===== src/rtl/bcd_display_scan.sv =====
// ---------------------------------------------------------------------------
// bcd_display_scan
//
// Two-digit multiplexed 7-segment display driver. It accepts one 8-bit BCD word
// (tens nibble, units nibble) through a valid/ready handshake. The word is
// shown by alternating the units and tens digits on one shared segment bus.
// A zero tens digit is blanked. A nibble above 9 is shown as a dash and
// raises error_bcd.
//
// A new word is accepted only while idle or in the last cycle of a frame.
// This keeps a frame from being torn halfway through.
//
// Parameters:
//   SCAN_DIV     clock cycles each digit stays lit (2..65535)
//
// Ports:
//   clk          clock, rising edge
//   rst_n        asynchronous active-low reset
//   DatoEntrada  BCD word, [7:4] tens, [3:0] units
//   dato_valido  DatoEntrada valid, held by the source until accepted
//   apagar       synchronous blank request, returns the block to REPOSO
//   listo        block accepts a word at the next rising edge
//   segmentos    {g,f,e,d,c,b,a}, active-high
//   anodos       digit enables, active-low, [0] units, [1] tens
//   error_bcd    the latched word contains a nibble greater than 9
//
// Every output is decoded from registered state only. No input reaches an
// output combinationally.
// ---------------------------------------------------------------------------
module bcd_display_scan #(
   parameter int unsigned SCAN_DIV = 4
) (
   input  logic       clk,
   input  logic       rst_n,
   input  logic [7:0] DatoEntrada,
   input  logic       dato_valido,
   input  logic       apagar,
   output logic       listo,
   output logic [6:0] segmentos,
   output logic [1:0] anodos,
   output logic       error_bcd
);

   localparam int unsigned    CW       = $clog2(SCAN_DIV);
   localparam logic [CW-1:0]  CNT_LAST = CW'(SCAN_DIV - 1);

   typedef enum logic [1:0] {
      REPOSO    = 2'd0,
      MOSTRAR_U = 2'd1,
      MOSTRAR_D = 2'd2
   } estado_t;

   estado_t       estado, estado_nx;
   logic [CW-1:0] cnt, cnt_nx;
   logic [7:0]    dato_reg;
   logic          cnt_last;
   logic          captura;

   // Digit code. Any non-BCD value is shown as a dash.
   function automatic logic [6:0] decode(input logic [3:0] n);
      logic [6:0] s;
      case (n)
         4'd0:    s = 7'h3F;
         4'd1:    s = 7'h06;
         4'd2:    s = 7'h5B;
         4'd3:    s = 7'h4F;
         4'd4:    s = 7'h66;
         4'd5:    s = 7'h6D;
         4'd6:    s = 7'h7D;
         4'd7:    s = 7'h07;
         4'd8:    s = 7'h7F;
         4'd9:    s = 7'h6F;
         default: s = 7'h40;
      endcase
      return s;
   endfunction

   // NOTE: sequential state uses non-blocking assignments so that every
   // register samples pre-edge values, whatever order the statements are in.
   always_ff @(posedge clk or negedge rst_n) begin
      if (!rst_n) begin
         estado    <= REPOSO;
         cnt       <= '0;
         dato_reg  <= 8'h00;
         error_bcd <= 1'b0;
      end else begin
         estado <= estado_nx;
         cnt    <= cnt_nx;
         if (captura) begin
            dato_reg  <= DatoEntrada;
            error_bcd <= (DatoEntrada[7:4] > 4'd9) || (DatoEntrada[3:0] > 4'd9);
         end
      end
   end

   assign cnt_last = (cnt == CNT_LAST);

   // NOTE: every signal is given a default at the top of the always_comb, so
   // no branch can leave a value unassigned and infer a latch.
   always_comb begin
      estado_nx = estado;
      cnt_nx    = '0;
      listo     = 1'b0;
      captura   = 1'b0;
      segmentos = 7'h00;
      anodos    = 2'b11;

      // The ready window is the idle state, or the final cycle of the tens
      // phase, which is the frame boundary.
      listo   = (estado == REPOSO) || ((estado == MOSTRAR_D) && cnt_last);
      captura = dato_valido && listo && !apagar;

      // Blanking takes priority over capture. A capture restarts the frame
      // at the units phase.
      if (apagar) begin
         estado_nx = REPOSO;
      end else if (captura) begin
         estado_nx = MOSTRAR_U;
      end else begin
         case (estado)
            MOSTRAR_U: begin
               if (cnt_last) estado_nx = MOSTRAR_D;
               else          cnt_nx    = cnt + CW'(1);
            end
            MOSTRAR_D: begin
               if (cnt_last) estado_nx = MOSTRAR_U;
               else          cnt_nx    = cnt + CW'(1);
            end
            default: estado_nx = REPOSO;
         endcase
      end

      case (estado)
         MOSTRAR_U: begin
            anodos    = 2'b10;
            segmentos = decode(dato_reg[3:0]);
         end
         MOSTRAR_D: begin
            // A leading zero leaves the tens digit dark.
            if (dato_reg[7:4] != 4'd0) begin
               anodos    = 2'b01;
               segmentos = decode(dato_reg[7:4]);
            end
         end
         default: begin
            anodos    = 2'b11;
            segmentos = 7'h00;
         end
      endcase
   end

endmodule


===== config.mk =====
export PLATFORM = sky130hd
export DESIGN_NAME = bcd_display_scan
export DESIGN_NICKNAME = d
export VERILOG_FILES = /design/src/rtl/bcd_display_scan.sv
export SDC_FILE = /design/constraint.sdc
export NUM_CORES = 1
export LEC_CHECK = 0
export ABC_AREA = 1
export ABC_CLOCK_PERIOD_IN_PS = 1500
export BUFFER_PORTS_ARGS = -buffer_cell sky130_fd_sc_hd__buf_2
export CORE_ASPECT_RATIO = 0.7
export CORE_MARGIN = 8
export CORE_UTILIZATION = 48
export DETAILED_ROUTE_END_ITERATION = 10
export GPL_TIMING_DRIVEN = 0
export MAX_ROUTING_LAYER = met4
export PLACE_DENSITY = 0.84
export SLEW_MARGIN = 20
export SYNTH_ARGS = -nofsm -noshare
export SYNTH_HDL_FRONTEND = slang
export SYNTH_SLANG_ARGS = --single-unit

===== constraint.sdc =====
create_clock -name clk -period 1.5 [get_ports clk]
set_clock_uncertainty 0.1 [all_clocks]
set_input_delay 0.225 -clock clk [delete_from_list [all_inputs] [get_ports clk]]
set_output_delay 0.225 -clock clk [all_outputs]
set_load 0.02 [all_outputs]

==> impl_metrics.yaml, run 1 <==
timing:
  setup_ws_ns: -0.5185
  hold_viol_final: 0
  relSlewSlack_pct: 77.33
  fmax_mhz: 495.4
  setup_viol: 22
  slew_viol_final: 0
  finalCritPeriodShare_pct: 134.6
  tightestPinTransition_ns: 0.3399
  finalCriticalPeriod_ns: 2.019
  rsz0062_at_grt: "true"
global_routing:
  grt-ovfl-total: 0
  grt_first_pass_wirelength_um: 5754
  grt_max_degree: 14
  track_usage_pct: 18.35
  antenna_found_initial: 0
  grt_pass1_vias: 1220
clock_network:
  clock_sink_count: 13
  clockBufferDepth: 2
  clockRootBuffer: "clkbuf_4"
  htree_levels: 1
  tritoncts: "yes"
  insertion_delay_ns: 0.28
  path_clk_slew_ns: 0.08
  cts_buffers: 3
setup_path:
  startpoint: "dato_reg[1]$_DFFE_PN0P_"
  r2r_start: "estado[0]$_DFFE_PN0P_"
  crit_top_cell: "buf_6"
  required_ns: 1.17
  worst_path_max_delay_cell: "dfrtp_1"
  crit_chain: "buf_6, buf_4, ha_1, inv_1, o21ai_1, nand2_1, a21oi_2, buf_6"
  cp-endpoint: "segmentos[4]"
  critical_path.max_fanout: 2
  cp.arrival_ns: 1.69
  criticalPathCategory: "register to output port"
  r2r-end: "cnt[0]$_DFF_PN0_"
  regToRegSetupSlack_ns: -0.21
  max_stage_delay_ns: 0.39
  end_kind: "output port"
  rr_worst_depth: 8
  cp-start-kind: "register"
floorplan:
  die_area_mm2: 0.004033
  io-pin-count: 23
  die_h_um: 55.59
  dieWidth_um: 72.56
  start_util_pct: 50.29
  coreArea_mm2: 0.002137
  rows: 14
synthesis:
  ys_seq_elements: 13
  ys_types: 22
  synth-simple-area-share_pct: 29.80
  syn_nets: 173
  synth.cell_area_mm2: 0.001075
  synth_area_leaders: "dfrtp_1 (30%), ha_1 (17%), nand2_1 (14%)"
  synth_top_area_cell: "dfrtp_1"
  synth_mux_area_share_pct: 0
  ys.warnings.count: 0
  synth_compound_area_share_pct: 12.81
  synth_top_family_by_area: "simple AND/OR/NAND/NOR gates"
  synth_xor_area_share_pct: 0
  synth_edf_count: 0
  async_flop_share_pct: 100.0
  synth_area_per_cell_um2: 7.362
  seq_area_frac_synth_pct: 30.27
  netlist_instances: 146
  synth_top_area_share_pct: 30.27
  ys_top_cells_by_count: "nand2_1 (39), nand3_1 (20), inv_1 (18)"
  synth.most_common_cell: "nand2_1"
  synthAdderAreaFrac_pct: 17.46
  synthFlopType: "dfrtp_1"
cells_and_area:
  drive_gt1_share_pct: 52.41
  largest_reg_flops: 8
  fillers: 125
  areaGrowthSynthToFinish_pct: 58.91
  stdcell_area_mm2: 0.001708
  antenna_cells: 0
  layout.nets: 215
  utilization_pct: 79.92
drt:
  wirelength_um: 3716
  viasPerCell: 5.484
  drt_iter0_markers: 71
  vias: 1201
  route.detailed.drc: 2
  ant_nets: 0
  dr.pass1.iters: 7
  wl_per_cell_um: 16.97
power_and_ir_drop:
  fin_total_pwr_mw: 3.152
  p_per_area_mw_per_mm2: 1845
  vdd_drop_max_v: 0.0009728
  p_leak_nw: 0.7743
placement:
  place_area_mm2: 0.001321
  place_congestion: 0.9171
  port_buffers: 22
  dp_hpwl_um: 2165
status:
  outcome: "complete, but fails checks"
  violations: "design-rule violations, negative setup slack"
worst_hold_path:
  hp-class: "primary input to register"
run:
  maxCapViolations: 0
[area by class of cell]
| cell class | count | area [um^2] | area share, % |
|---|---|---|---|
| sequential | 13 | 329.1 | 19.27 |
| timing repair buffer | 37 | 316.6 | 18.53 |
| multi-input combinational | 108 | 878.3 | 51.43 |
| tap | 32 | 40.04 | 2.344 |
| inverter | 24 | 102.6 | 6.007 |
| buffer | 1 | 15.01 | 0.8791 |
| clock buffer | 4 | 26.28 | 1.538 |
[cells in the final DEF, fill, tap and decap left out, types with 7 or more instances in the layout]
master and count:
nand2_1 35, inv_2 13, nand3_1 12, buf_2 12
buf_4 12, buf_6 11, ha_1 10, dfrtp_1 10
inv_1 8, a21oi_4 7, nand3_2 7
[worst min-delay path by stage]
stage | slack, ns | endpoint | start | depth (start not counted)
after CTS | 0.06 | dato_reg[4]$_DFFE_PN0P_ | DatoEntrada[4] | 3
final | 0.06 | dato_reg[4]$_DFFE_PN0P_ | DatoEntrada[4] | 3
after global routing | 0.05 | dato_reg[4]$_DFFE_PN0P_ | DatoEntrada[4] | 3
after global placement | 0.02 | dato_reg[0]$_DFFE_PN0P_ | rst_n | 1
after floorplan | -0.17 | cnt[0]$_DFF_PN0_ | rst_n | 0
after detailed placement | 0.03 | dato_reg[0]$_DFFE_PN0P_ | rst_n | 1
[kinds of logic after synthesis]
logic type | after synthesis
AO/OA/AOI/OAI | 23
adder cells (fa/ha/maj) | 15
buffers and inverters | 25
flip-flops | 13
AND/OR/NAND/NOR | 70
[per-stage QoR]
step / TNS (ns) / cells / setup WS, ns / hold WS (ns)
after CTS: -4.155 / 216 / -0.4229 / 0.06008
after global placement: -1.451 / 200 / -0.2074 / 0.01947
after detailed placement: -1.807 / 200 / -0.2438 / 0.02752
after floorplan: -0.2197 / 146 / -0.04574 / -0.1706
after global routing: -6.481 / 219 / -0.6026 / 0.04741
final: -5.080 / 219 / -0.5185 / 0.06188
[worst max-delay path: cells and delay by family (launching register included)]
family / cells / cell delay [ns]
adder cells (fa/ha/maj): 1 / 0.18
AND/OR/NAND/NOR: 1 / 0.12
buffers and inverters: 4 / 0.41
flip-flops: 1 / 0.39
AO/OA/AOI/OAI: 2 / 0.32
[report_power, final]
group | internal, mW | switching [mW]
sequential | 0.493 | 0.179
clock | 0.103 | 0.118
combinational | 0.914 | 1.34
total | 1.51 | 1.64
[what timing repair did]
item                                    4_1_cts  5_1_grt
setup buffers                                10        3
endpoints found under the hold margin        13        0
endpoints found under the setup margin       20       23
hold buffers                                  1        0
cloned                                        1        0
pin swaps                                     9        7
gates resized for setup                      42       22
[per-layer routing]
| layer | vias up | part of all wire [%] | global-route usage (%) |
|---|---|---|---|
| li1 | 556 | - | - |
| met1 | 583 | 42 | 20.55 |
| met2 | 52 | 50 | 29.01 |
| met3 | 10 | 6.6 | 6.475 |
| met4 | 0 | 2.3 | 7.386 |
| met5 | - | 0 | - |
No activity file was read; power rests on OpenSTA's default activity.
==> run 2, diff against run 1 <==
--- a/config.mk
+++ b/config.mk
@@ -5,7 +5,6 @@
 export SDC_FILE = /design/constraint.sdc
 export NUM_CORES = 1
 export LEC_CHECK = 0
-export ABC_AREA = 1
 export ABC_CLOCK_PERIOD_IN_PS = 1500
 export BUFFER_PORTS_ARGS = -buffer_cell sky130_fd_sc_hd__buf_2
 export CORE_ASPECT_RATIO = 0.7
==> run 2 against run 1 <==
  * The run ends with negative setup slack left
  * Synthesized area rose by 2.8%
  * Worst hold slack lost 0.044 ns
  * First-iteration DRC count rose by 45%
  * Final area up 13%
  * Power increased by 4.1%
  * Largest power group unchanged
  * Highest routed layer unchanged
==> impl_metrics.yaml, run 2 <==
cells_and_area:
  largest_reg_flops: 8
  drive_gt1_share_pct: 71.02
  layout.nets: 204
  antenna_cells: 0
  final_cell_mix: "buf_4 (19), buf_6 (16), buf_2 (12)"
  areaGrowthSynthToFinish_pct: 74.41
  layout_commonest_cell: "buf_4"
drt:
  drt_iter0_markers: 103
  vias: 1218
  dr.pass1.iters: 5
  viasPerCell: 5.856
  wirelength_um: 4272
  ant_nets: 0
  wl_per_cell_um: 20.54
  route.detailed.drc: 0
global_routing:
  grt_max_degree: 14
  grt_first_pass_wirelength_um: 6030
  grt_util_met3_pct: 6.295
  met2_usage_pct: 30.11
  grt-ovfl-total: 0
  antenna_found_initial: 0
  top_usage_layer: "met2"
  met1_usage_pct: 22.25
  grt_pass1_vias: 1225
  track_usage_pct: 19.12
placement:
  dp_slack_ns: -0.3275
  dp_hpwl_um: 2078
  port_buffers: 22
  place_congestion: 0.8951
setup_path:
  cp-start-kind: "register"
  end_kind: "output port"
  critical_path.max_fanout: 3
  required_ns: 1.17
  criticalPathCategory: "register to output port"
  cp.arrival_ns: 1.75
synthesis:
  synth_edf_count: 0
  ys.warnings.count: 0
  synth_top_area_share_pct: 29.45
  async_flop_share_pct: 100.0
  synth.cell_area_mm2: 0.001105
  synth_top_area_cell: "dfrtp_1"
  ys_seq_elements: 13
  seq_area_frac_synth_pct: 29.45
  netlist_instances: 125
  synth_area_leaders: "dfrtp_1 (29%), ha_1 (17%), o21ai_0 (5.0%)"
  synthFlopType: "dfrtp_1"
  ys_types: 34
  ys_top_cells_by_count: "ha_1 (15), inv_1 (14), dfrtp_1 (13)"
  synth_area_per_cell_um2: 8.838
  synth.most_common_cell: "ha_1"
  syn_nets: 152
status:
  violations: "negative setup slack"
  outcome: "complete, but fails checks"
power_and_ir_drop:
  power.internal_mw: 1.737
  power_frac_clock_pct: 7.2
  p_sw_mw: 1.544
  p_leak_nw: 0.8334
  fin_total_pwr_mw: 3.281
  p_sw_share_pct: 47.06
  p_per_area_mw_per_mm2: 1703
  p_seq_share_pct: 20.3
  p_comb_share_pct: 72.6
  vdd_drop_max_v: 0.001029
floorplan:
  dieWidth_um: 73.34
  die_area_mm2: 0.004117
  io-pin-count: 23
  start_util_pct: 50.86
  coreArea_mm2: 0.002172
  rows: 14
  die_h_um: 56.14
worst_hold_path:
  hp-class: "primary input to register"
timing:
  tns_ns: -8.998
  relSlewSlack_pct: 59.75
  rsz0062_at_grt: "true"
  setup_viol: 23
  hold_viol_final: 0
  tightestPinTransition_ns: 0.5975
  fmax_mhz: 482.2
  slew_viol_final: 0
  finalCriticalPeriod_ns: 2.074
  finalCritPeriodShare_pct: 138.3
  setup_ws_ns: -0.5738
clock_network:
  clockBufferDepth: 2
  tritoncts: "yes"
  htree_levels: 1
  cts_buffers: 3
  clock_sink_count: 13
  path_clk_slew_ns: 0.09
  clockRootBuffer: "clkbuf_4"
  insertion_delay_ns: 0.30
run:
  maxCapViolations: 0
-- run 2: worst paths after layout --
kind,from,slack (ns),cells past startpoint,endpoint
worst max-delay path,dato_reg[0]$_DFFE_PN0P_,-0.57,5,segmentos[5]
worst min-delay path,DatoEntrada[0],0.02,3,dato_reg[0]$_DFFE_PN0P_
worst max register to register,estado[1]$_DFFE_PN0P_,-0.39,8,dato_reg[2]$_DFFE_PN0P_
worst min register to register,cnt[0]$_DFF_PN0_,0.39,1,cnt[0]$_DFF_PN0_
max in group asynchronous,rst_n,0.77,2,dato_reg[3]$_DFFE_PN0P_
min in group asynchronous,rst_n,0.27,2,estado[1]$_DFFE_PN0P_
-- run 2: layout make-up --
class | instances | area, um^2
Multi-Input combinational cell | 92 | 1010
Timing Repair Buffer | 49 | 412.9
Sequential cell | 13 | 329.1
Fill cell | 91 | 245.2
Inverter | 14 | 57.56
Buffer | 4 | 50.05
Tap cell | 32 | 40.04
Clock buffer | 3 | 22.52
Clock inverter | 1 | 5.005
-- run 2: critical path: stages, from the launching register on --
cell	delay [ns]
dfrtp_2	0.47
ha_1	0.27
o21ai_1	0.19
o211ai_1	0.17
a21boi_2	0.21
buf_6	0.14
-- run 2: layer usage --
| layer | up-vias | part of all wire, % |
|---|---|---|
| li1 | 538 | - |
| met1 | 597 | 42 |
| met2 | 65 | 48 |
| met3 | 18 | 7.2 |
| met4 | 0 | 3.1 |
| met5 | - | 0 |
-- run 2: cells by family after synthesis --
logic type                 count (synthesis)  synth area share (%)
AOI/OAI and AO/OA                         41                 23.33
and+or+nand+nor                           31                 16.88
buffers and inverters                     20                 7.475
adders and majority gates                 15                 16.99
DFF                                       13                 29.44
muxes                                      5                 5.889
-- run 2: power groups by stage --
stage          Combinational, mW  Sequential (mW)  Clock [mW]
2_1_floorplan               1.14            0.571           0
3_3_place_gp                1.41            0.574           0
3_5_place_dp                1.44            0.591           0
4_1_cts                     1.99            0.629       0.231
5_1_grt                     2.51            0.677       0.255
6_report                    2.38            0.665       0.236
-- run 2: what timing repair did --
| item | 4_1_cts | 5_1_grt |
|---|---|---|
| resized for setup | 55 | 33 |
| endpoints found under the hold margin | 13 | 0 |
| pin swaps | 15 | 12 |
| setup endpoints to repair | 22 | 23 |
| hold buffers | 1 | 0 |
| setup buffers | 22 | 4 |
| gates cloned | 1 | 0 |
-- run 2: metrics by stage --
| stage | utilization, % | instance area (um^2) | cells | hold WS, ns |
|---|---|---|---|---|
| 6_report | 88.71 | 1927 | 208 | 0.01808 |
| 5_1_grt | 88.71 | 1927 | 208 | 0.02631 |
| 4_1_cts | 83.35 | 1810 | 205 | 0.02891 |
| 3_5_place_dp | 63.25 | 1374 | 179 | 0.03146 |
| 3_3_place_gp | 63.25 | 1374 | 179 | 0.01954 |
| 2_1_floorplan | - | 1224 | 125 | -0.1706 |
==> run 3, diff against run 2 <==
--- a/config.mk
+++ b/config.mk
@@ -8,12 +8,12 @@
 export ABC_CLOCK_PERIOD_IN_PS = 1500
 export BUFFER_PORTS_ARGS = -buffer_cell sky130_fd_sc_hd__buf_2
 export CORE_ASPECT_RATIO = 0.7
-export CORE_MARGIN = 8
-export CORE_UTILIZATION = 48
+export CORE_MARGIN = 4
+export CORE_UTILIZATION = 35
 export DETAILED_ROUTE_END_ITERATION = 10
 export GPL_TIMING_DRIVEN = 0
 export MAX_ROUTING_LAYER = met4
-export PLACE_DENSITY = 0.84
+export PLACE_DENSITY = 0.67
 export SLEW_MARGIN = 20
 export SYNTH_ARGS = -nofsm -noshare
 export SYNTH_HDL_FRONTEND = slang
==> run 3 against run 2 <==
  * Die area is 0.40% higher
  * Cell count grew 3.4%
  * Register-to-register slack improved by 0.09 ns
  * Sequential cell count did not move
  * Worst hold slack improved by 0.069 ns
  * Combinational power grew 4%
  * Sequential share of layout area down 0.80 points
  * Power is 6.1% higher
  * Global-route usage is 1.1 points higher
  * The run still ends with negative setup slack left
  * Largest power group unchanged
  * Clock power up 39%
  * Critical endpoint is now segmentos[3]
==> impl_metrics.yaml, run 3 (synthesized netlist as in run 2, its figures left out) <==
clock_network:
  clockBufferDepth: 2
  clockRootBuffer: "clkbuf_8"
  htree_levels: 1
  path_clk_slew_ns: 0.06
  clock_sink_count: 13
  tritoncts: "yes"
  insertion_delay_ns: 0.25
  cts_buffers: 3
cells_and_area:
  final_cell_mix: "buf_6 (19), buf_4 (17), buf_2 (13)"
  utilization_pct: 69.91
  layout.cells.non_filler: 215
  drive_gt1_share_pct: 70.39
  largest_reg_flops: 8
  layout.nets: 207
  antenna_cells: 0
  layout_commonest_cell: "buf_6"
  areaGrowthSynthToFinish_pct: 83.69
  stdcell_area_mm2: 0.002029
timing:
  fmax_mhz: 507.3
  hold_viol_final: 0
  setup_viol: 23
  finalCritPeriodShare_pct: 131.4
  tightestPinTransition_ns: 0.4406
  relSlewSlack_pct: 70.31
  setup_ws_ns: -0.4711
  slew_viol_final: 0
  tns_ns: -6.494
  hold_ws_ns: 0.08702
  rsz0062_at_grt: "true"
  finalCriticalPeriod_ns: 1.971
floorplan:
  die_h_um: 55.01
  coreArea_mm2: 0.002903
  start_util_pct: 38.06
  io-pin-count: 23
  dieWidth_um: 75.15
  die_area_mm2: 0.004134
  rows: 16
drt:
  wl_per_cell_um: 18.17
  drt_iter0_markers: 69
  vias: 1167
  ant_nets: 0
  route.detailed.drc: 0
  dr.pass1.iters: 4
  viasPerCell: 5.428
  wirelength_um: 3906
setup_path:
  required_ns: 1.17
  criticalPathCategory: "register to output port"
  cp.arrival_ns: 1.65
  cp-start-kind: "register"
  critical_path.max_fanout: 4
  regToRegSetupSlack_ns: -0.30
  end_kind: "output port"
placement:
  dp_cells: 183
  place_area_mm2: 0.001379
  place_congestion: 0.7762
  dp_hpwl_um: 2191
  dp_slack_ns: -0.3170
  port_buffers: 22
worst_hold_path:
  hp-class: "primary input to register"
global_routing:
  grt_pass1_vias: 1194
  grt_max_degree: 14
  grt-ovfl-total: 0
  grt_first_pass_wirelength_um: 5947
  track_usage_pct: 20.24
  antenna_found_initial: 0
power_and_ir_drop:
  p_leak_nw: 0.8612
  p_comb_share_pct: 71.3
  power_frac_clock_pct: 9.4
  p_seq_share_pct: 19.2
  p_sw_mw: 1.534
  power.internal_mw: 1.948
  p_per_area_mw_per_mm2: 1716
  p_sw_share_pct: 44.06
  fin_total_pwr_mw: 3.482
  vdd_drop_max_v: 0.0007613
run:
  maxCapViolations: 0
status:
  outcome: "complete, but fails checks"
  violations: "negative setup slack"
-- run 3: cell types whose count changed in the layout (fill, tap and decap cells not counted), moves of 2 or more --
| cell | before | now |
|---|---|---|
| buf_4 | 19 | 17 |
| buf_6 | 16 | 19 |
| clkbuf_4 | 4 | 0 |
| clkbuf_8 | 2 | 5 |
| ha_2 | 5 | 2 |
| ha_4 | 5 | 8 |
| nand2_1 | 4 | 6 |
| nor2b_4 | 3 | 1 |
-- run 3: repair_timing --
item,CTS,global route
hold buffers,1,0
gates cloned,2,0
setup endpoints to repair,22,23
resized for setup,66,32
hold endpoints to repair,13,0
buffers inserted,19,11
pin swaps,16,15
-- run 3: area by class of cell --
class	instances	area [um^2]
multi-input cells	92	1035
clock buffers	4	45.04
flip-flops and latches	13	330.3
repair buffers	52	461.7
fillers	189	873.3
plain buffers	4	52.55
well taps	36	45.04
inverters	14	60.06
-- run 3: critical path, stage by stage, from the launching register on --
cell and delay, ns:
dfrtp_1 0.41, inv_2 0.13, ha_4 0.22, nand2_2 0.07, o21ai_2 0.05, o211ai_1 0.28, o21ai_4 0.09, buf_6 0.14
-- run 3: path summary, 6_finish.rpt --
| kind | depth (start not counted) | startpoint | endpoint |
|---|---|---|---|
| worst min-delay path | 3 | DatoEntrada[0] | dato_reg[0]$_DFFE_PN0P_ |
| worst min register to register | 1 | cnt[0]$_DFF_PN0_ | cnt[0]$_DFF_PN0_ |
| worst max register to register | 9 | estado[0]$_DFFE_PN0P_ | error_bcd$_DFFE_PN0P_ |
| max in group asynchronous | 2 | rst_n | dato_reg[6]$_DFFE_PN0P_ |
| worst max-delay path | 7 | dato_reg[5]$_DFFE_PN0P_ | segmentos[3] |
| min in group asynchronous | 2 | rst_n | estado[0]$_DFFE_PN0P_ |
-- run 3: routing by layer --
layer	track usage (%)	vias to the layer above	part of all wire, %
met5	-	-	0
met4	7.267	0	2.7
met3	4.332	15	5.5
met2	35.40	44	50
met1	23.26	563	42
li1	-	545	-
-- run 3: power groups by stage --
stage / clock [mW] / sequential, mW / combinational (mW)
final: 0.329 / 0.669 / 2.48
after global routing: 0.345 / 0.689 / 2.64
after CTS: 0.331 / 0.652 / 2.11
after detailed placement: 0 / 0.587 / 1.46
after global placement: 0 / 0.580 / 1.41
after floorplan: 0 / 0.571 / 1.14
